$ cat src/rtl/ahb_slave_if_param.sv
// rtl/ahb_slave_if_param.sv - AHB-side slave interface of the AHB2APB bridge, N-slave decode, 2-stage pipeline
// Optional ERROR response for out-of-window transfers: define AHB_ERR_RESP_EN.
module ahb_slave_if_param #(
  parameter int                 ADDR_W        = 32,
  parameter int                 DATA_W        = 32,
  parameter int                 NUM_SLV       = 3,
  parameter logic [ADDR_W-1:0]  BASE_ADDR     = 32'h8000_0000,
  parameter int                 SLV_SIZE_LOG2 = 26
) (
  input  logic                Hclk,
  input  logic                Hresetn,
  input  logic                Hwrite,
  input  logic                Hreadyin,
  input  logic [1:0]          Htrans,
  input  logic [ADDR_W-1:0]   Haddr,
  input  logic [DATA_W-1:0]   Hwdata,
  input  logic [DATA_W-1:0]   Prdata,
  output logic                valid,
  output logic [ADDR_W-1:0]   Haddr1,
  output logic [ADDR_W-1:0]   Haddr2,
  output logic [DATA_W-1:0]   Hwdata1,
  output logic [DATA_W-1:0]   Hwdata2,
  output logic                Hwritereg,
  output logic                Hwritereg1,
  output logic [NUM_SLV-1:0]  tempselx,
  output logic [DATA_W-1:0]   Hrdata,
  output logic [1:0]          Hresp,
  output logic                Hreadyout,
  output logic [7:0]          err_cnt
);

  // Window bounds carry one extra bit so the exclusive top never wraps to zero.
  localparam logic [ADDR_W:0] WIN_LO = {1'b0, BASE_ADDR};
  localparam logic [ADDR_W:0] WIN_HI = WIN_LO + ((ADDR_W+1)'(NUM_SLV) << SLV_SIZE_LOG2);

  logic [ADDR_W-1:0] r_haddr1, r_haddr2;
  logic [DATA_W-1:0] r_hwdata1, r_hwdata2;
  logic              r_hwrite1, r_hwrite2;
  logic              w_in_win;
  logic [ADDR_W-1:0] w_offset;
  logic [ADDR_W-1:0] w_slot;
  logic              w_xfer;

  assign w_in_win = ({1'b0, Haddr} >= WIN_LO) && ({1'b0, Haddr} < WIN_HI);
  assign w_offset = Haddr - BASE_ADDR;
  assign w_slot   = w_offset >> SLV_SIZE_LOG2;
  assign w_xfer   = Hreadyin && Htrans[1];

  for (genvar i = 0; i < NUM_SLV; i++) begin : g_sel
    assign tempselx[i] = w_in_win && (w_slot == ADDR_W'(i));
  end

  always_ff @(posedge Hclk or negedge Hresetn) begin
    if (!Hresetn) begin
      r_haddr1  <= '0;
      r_haddr2  <= '0;
      r_hwdata1 <= '0;
      r_hwdata2 <= '0;
      r_hwrite1 <= 1'b0;
      r_hwrite2 <= 1'b0;
    end else begin
      r_haddr1  <= Haddr;
      r_haddr2  <= r_haddr1;
      r_hwdata1 <= Hwdata;
      r_hwdata2 <= r_hwdata1;
      r_hwrite1 <= Hwrite;
      r_hwrite2 <= r_hwrite1;
    end
  end

  assign Haddr1     = r_haddr1;
  assign Haddr2     = r_haddr2;
  assign Hwdata1    = r_hwdata1;
  assign Hwdata2    = r_hwdata2;
  assign Hwritereg  = r_hwrite1;
  assign Hwritereg1 = r_hwrite2;
  assign Hrdata     = Prdata;

`ifdef AHB_ERR_RESP_EN
  typedef enum logic [1:0] {ST_IDLE, ST_ERR1, ST_ERR2} state_t;

  state_t     r_state;
  logic [1:0] r_hresp;
  logic       r_hreadyout;
  logic [7:0] r_err_cnt;
  logic       w_err_trig;

  assign w_err_trig = w_xfer && !w_in_win;

  // Two-cycle ERROR: first with HREADY low, then with HREADY high.
  always_ff @(posedge Hclk or negedge Hresetn) begin
    if (!Hresetn) begin
      r_state     <= ST_IDLE;
      r_hresp     <= 2'b00;
      r_hreadyout <= 1'b1;
      r_err_cnt   <= 8'd0;
    end else begin
      case (r_state)
        ST_ERR1: begin
          r_state     <= ST_ERR2;
          r_hresp     <= 2'b01;
          r_hreadyout <= 1'b1;
        end
        default: begin
          if (w_err_trig) begin
            r_state     <= ST_ERR1;
            r_hresp     <= 2'b01;
            r_hreadyout <= 1'b0;
            if (r_err_cnt != 8'hFF) r_err_cnt <= r_err_cnt + 8'd1;
          end else begin
            r_state     <= ST_IDLE;
            r_hresp     <= 2'b00;
            r_hreadyout <= 1'b1;
          end
        end
      endcase
    end
  end

  assign valid     = w_xfer && w_in_win && (r_state != ST_ERR1);
  assign Hresp     = r_hresp;
  assign Hreadyout = r_hreadyout;
  assign err_cnt   = r_err_cnt;
  logic w_unused;
  assign w_unused  = Htrans[0];
`else
  assign valid     = w_xfer && w_in_win;
  assign Hresp     = 2'b00;
  assign Hreadyout = 1'b1;
  assign err_cnt   = 8'd0;
  logic w_unused;
  assign w_unused  = Htrans[0];
`endif

endmodule

$ cat config.mk
export PLATFORM = sky130hd
export DESIGN_NAME = ahb_slave_if_param
export DESIGN_NICKNAME = d
export VERILOG_FILES = /design/src/rtl/ahb_slave_if_param.sv
export SDC_FILE = /design/constraint.sdc
export NUM_CORES = 1
export LEC_CHECK = 0
export ABC_AREA = 0
export CAP_MARGIN = 25
export CORE_AREA = 2 2 107 109
export DETAILED_ROUTE_END_ITERATION = 12
export DIE_AREA = 0 0 109 111
export PLACE_DENSITY = 0.8
export SLEW_MARGIN = 15
export SYNTH_ARGS = -nofsm -noshare
export SYNTH_HDL_FRONTEND = slang
export SYNTH_SLANG_ARGS = --single-unit
$ cat constraint.sdc
create_clock -name Hclk -period 3.5 [get_ports Hclk]
set_clock_uncertainty 0.2 [all_clocks]
set_input_delay 0.7 -clock Hclk [delete_from_list [all_inputs] [get_ports Hclk]]
set_output_delay 0.7 -clock Hclk [all_outputs]
set_load 0.03 [all_outputs]
## Word-level counts from Yosys, hierarchy flattened

Index checks and enable logic that the tools add are counted.

| word-level totals | value |
|---|---|
| bits in latches | 0 |
| output and inout port bits | 177 |
| memories | 0 |
| register bits | 130 |
| bits in read-only memories | 0 |
| logic and storage cells | 18 |
| RAM bits | 0 |
| input port bits | 102 |

| cells by class | value |
|---|---|
| multiply operators | 0 |
| bitwise logic cells | 0 |
| equal/unequal tests | 2 |
| reduce and logical (&&, ||, !) cells | 7 |
| muxes and demuxes | 0 |
| shift operators | 0 |
| $lt $le $gt $ge | 2 |
| add/sub/neg operators | 1 |
| divide/modulo/power cells | 0 |

Operators by type and width:

| kind | number |
|---|---|
| 32-bit greater-or-equal comparator, second input constant | 1 |
| 32-bit logical NOT | 1 |
| 32-bit < comparator, second input constant | 1 |
| 32-bit subtractor, second input constant | 1 |
| 6-bit by 1-bit == test with 1-bit output, second input constant | 1 |
| 6-bit by 2-bit == test with 1-bit output, second input constant | 1 |
| 1-bit logical AND | 6 |

## Depth between registers and ports, before layout

| logic depth | value |
|---|---|
| depth in word-level cells | 3 |
| mapped depth | 2 |
| gate-level depth less buffers | 2 |

## Least setup slack after synthesis

No wires, ideal clock.

| path | value |
|---|---|
| kind | input to output |
| start | in Haddr[30] |
| end | out tempselx[0] |
| path slack | 665 ps |
| path buffers | 0 |
| stages on the path | 2 |
| arrival | 1935 ps |
| data required time | 2600 ps |
| path through | or4b_4 -> nor3_1 |

| between the ends | value |
|---|---|
| cells in the longest elaborated chain, start to end | 3 |
| elaborated cells between the ends (all ways) | 6 |
| classes of those cells | add/sub (1); order compare (2); reduce/logical (3) |

Ends and longest elaborated chain:

| item | RTL line | RTL |
|---|---|---|
| start, declared | 15 | `input logic [ADDR_W-1:0] Haddr,` |
| 32-bit subtractor (tied with other cells) | 45 | `assign w_offset = Haddr - BASE_ADDR;` |
| 32-bit logical NOT or 1-bit logical AND (tied branches) | 50, 44 |  |
| 1-bit logical AND (*) | 50 | `assign tempselx[i] = w_in_win && (w_slot == ADDR_W'(i));` |
| end, declared | 25 | `output logic [NUM_SLV-1:0] tempselx,` |

Mark *: on every way between the ends. The rest lies on a longest branch, timed or not.

## Worst setup path in the final report

| path | value |
|---|---|
| start | in Haddr[30] |
| end | out tempselx[2] |

| between the ends | value |
|---|---|
| cells in the longest elaborated chain, start to end | 3 |
| elaborated cells between the ends (all ways) | 6 |
| classes of those cells | add/sub (1); order compare (2); eq/ne (1); reduce/logical (2) |

Ends and longest elaborated chain:

| item | RTL line |
|---|---|
| 32-bit subtractor (tied with other cells) | 45 |
| 6-bit by 2-bit == test with 1-bit output or 1-bit logical AND (tied branches) | 50, 44 |
| 1-bit logical AND (*) | 50 |

Marks and branches as above.

==> flow_summary_export.csv <==
group,metric,value,unit
global_routing,grt_pass1_wl,13000,um
global_routing,use_met3,0.0641,
critical_path,startpoint_type,"input port",
critical_path,path_class,"input port to output port",
placement,dpl_worst_slack,0.0177,ns
synthesis,synth_area_per_cell,20.1,um^2
clocking,cts_made_buffers,17,
sta,worst_pin_slew,0.850,ns
sta,fmax,326,MHz
clocking,cts_max_level,4,
drt,finalWirelength,8660,um
global_routing,grtUsageMet1,0.162,
sta,timing.hold.ws,0.168,ns
drt,via_count,2091,
critical_path,cp-end-kind,"output port",
synthesis,ys_types,8,
cells_and_area,area_growth,70.5,%
floorplanning,row_count,39,
run_status,status,"finished, final reports clean",
synthesis,yosys-top-cells-area,"dfrtp_1 (89%), buf_4 (8.9%), nor3b_2 (0.69%), or4b_4 (0.38%), a211oi_2 (0.34%)",
critical_path,max_stage_delay,0.58,ns
synthesis,ys_ff_latch,130,
floorplanning,die-height,111,um
floorplanning,initial_core_util,0.329,
critical_path,reg2regPathDepth,0,
sta,setup_violations,0,
flow_run,max_cap_viol_count,0,
power,leakagePower,2.71,nW
sta,hold_violations,0,
global_routing,grt_max_degree,68,
placement,io_buffers,202,
synthesis,yosysTopAreaCell,"dfrtp_1",
global_routing,grt.busiest_layer,"met2",
placement,dp_hpwl,6370,um
floorplanning,core_area,11100,um^2
clocking,cts_tree,"yes",
global_routing,grtUsageTotal,0.149,
synthesis,ys_seq_area_frac,0.893,
cells_and_area,nets,472,
synthesis,synthesis.area,3640,um^2
global_routing,globalRouteOverflowTotal,0,
sta,period_share,0.877,
floorplanning,die_x,109,um
placement,gp_congestion,0.730,
critical_path,path_cells,"clkdlybuf4s50_1 -> or4b_4 -> nor3b_2 -> dlymetal6s2s_1",
drt,drcViolationCount,0,
sta,maxSlewHeadroom,0.433,
global_routing,use_met2,0.250,
drt,via_per_inst,3.98,
cells_and_area,drive_gt1_frac,0.104,
synthesis,ys.warnings.count,0,
sta,rsz0062_at_grt,"no",
sta,setup_tns,0,ns
sta,final-max-slew-violation-count,0,
critical_path,worst_path_max_delay_cell,"or4b_4",
clocking,clock_sinks,130,
drt,first_pass_iters,4,
critical_path,cp.required,2.60,ns
cells_and_area,antennaDiodeCount,0,
drt,drt_iter0_drc,84,
floorplanning,ios,279,
power,power_density,632,nW/um^2
sta,min_period,3.07,ns
synthesis,yosysTopAreaCellShare,0.893,
critical_path,arrival,2.17,ns
clocking,path_clk_slew,0.06,ns
clocking,clk_latency,0.40,ns
hold_path,hold_path_class,"register to register",
clocking,cts_root_buffer,"clkbuf_16",
floorplanning,dieArea,12100,um^2
critical_path,crit_buf_inv,2,
drt,drtAntennaViolNets,0,
power,ir_worst_vdd,0.283,mV
critical_path,crit_fanout,4,
synthesis,syn_inst,181,
clocking,clockBufferDepth,2,
critical_path,path_depth,4,
drt,avgRoutedWirePerCell,16.5,um
critical_path,crit_family,"simple AND/OR/NAND/NOR gates",
hold_path,hold_depth,0,
global_routing,grt_pass1_vias,2261,
sta,setup_ws,0.430,ns
global_routing,antenna_found_initial,0,
clocking,ctsHoldBuffers,0,
cells_and_area,final_util,0.561,
-- metal layers --
layer / up-vias / share of wire / wire (um)
met2: 141 / 0.53 / 4580
met4: 0 / 0.019 / 165
met1: 1028 / 0.35 / 3060
met5: - / 0 / 0
li1: 899 / - / -
met3: 23 / 0.099 / 860
-- cells in the mapped netlist --
library cell and instances:
or4b_4 1, a211oi_2 1, nor3b_2 2, nor3_1 1
nand2_1 1, dfrtp_1 130, conb_1 2, buf_4 43
-- report_power, final --
part | switching [mW] | leakage, nW | internal, mW
combinational | 0.253 | 0.892 | 0.197
clock | 0.656 | 0.300 | 1.21
sequential | 0.0334 | 1.51 | 1.58
-- registers in the layout, indices dropped and copies added (netlist names) --
register / flops
Haddr1: 32
Haddr2: 32
Hwdata1: 32
Hwdata2: 32
Hwritereg: 1
Hwritereg1: 1
-- final timing paths --
check	start	end	slack (ns)
worst max-delay path	Haddr[30]	tempselx[2]	0.43
min in group asynchronous	Hresetn	Hwdata2[12]	0.21
worst min register to register	Hwdata1[4]	Hwdata2[4]	0.17
max in group asynchronous	Hresetn	Hwdata1[15]	2.12
worst min-delay path	Hwdata1[4]	Hwdata2[4]	0.17
worst max register to register	Hwdata1[3]	Hwdata2[3]	2.77
-- kinds of logic (layout without fill, tap and decap cells) --
kind of cell,Yosys count,count (layout),synth area share
buffers and inverters,43,236,0.0886
DFF,130,130,0.893
and+or+nand+nor,5,5,0.0130
other,2,11,0.00206
AOI/OAI and AO/OA,1,1,0.00343
-- layout make-up --
cell class,count,area (um^2)
clock buffer,18,429
tap,143,179
timing repair buffer,204,2050
fill,863,4860
multi-input combinational,17,101
sequential,130,3250
clock inverter,14,203
-- metrics by stage --
step / instance area, um^2 / cells / total power [mW]
after detailed placement: 5580 / 494 / 2.10
final: 6210 / 526 / 3.92
after CTS: 6210 / 526 / 3.98
after floorplan: 3680 / 190 / 1.89
after global placement: 5580 / 494 / 2.08
after global routing: 6210 / 526 / 4.09
-- cell usage in the layout (no fill, tap or decap) --
cell               n
clkdlybuf4s50_1  197
dfrtp_1          130
clkbuf_16         17
conb_1            11
bufinv_16          4
inv_6              4
buf_4              4
clkinvlp_4         3
nor3b_2            2
dlymetal6s2s_1     2
or4b_4             1
nand2_1            1
a211oi_2           1
nor3_1             1
clkinv_4           1
clkinv_2           1
clkbuf_1           1
inv_8              1
buf_12             1
-- repair_timing --
item	CTS	global route
setup buffers	0	0
hold endpoints to repair	0	0
setup endpoints to repair	0	2
resized for setup	0	2
(Power assumes the default switching activity.)
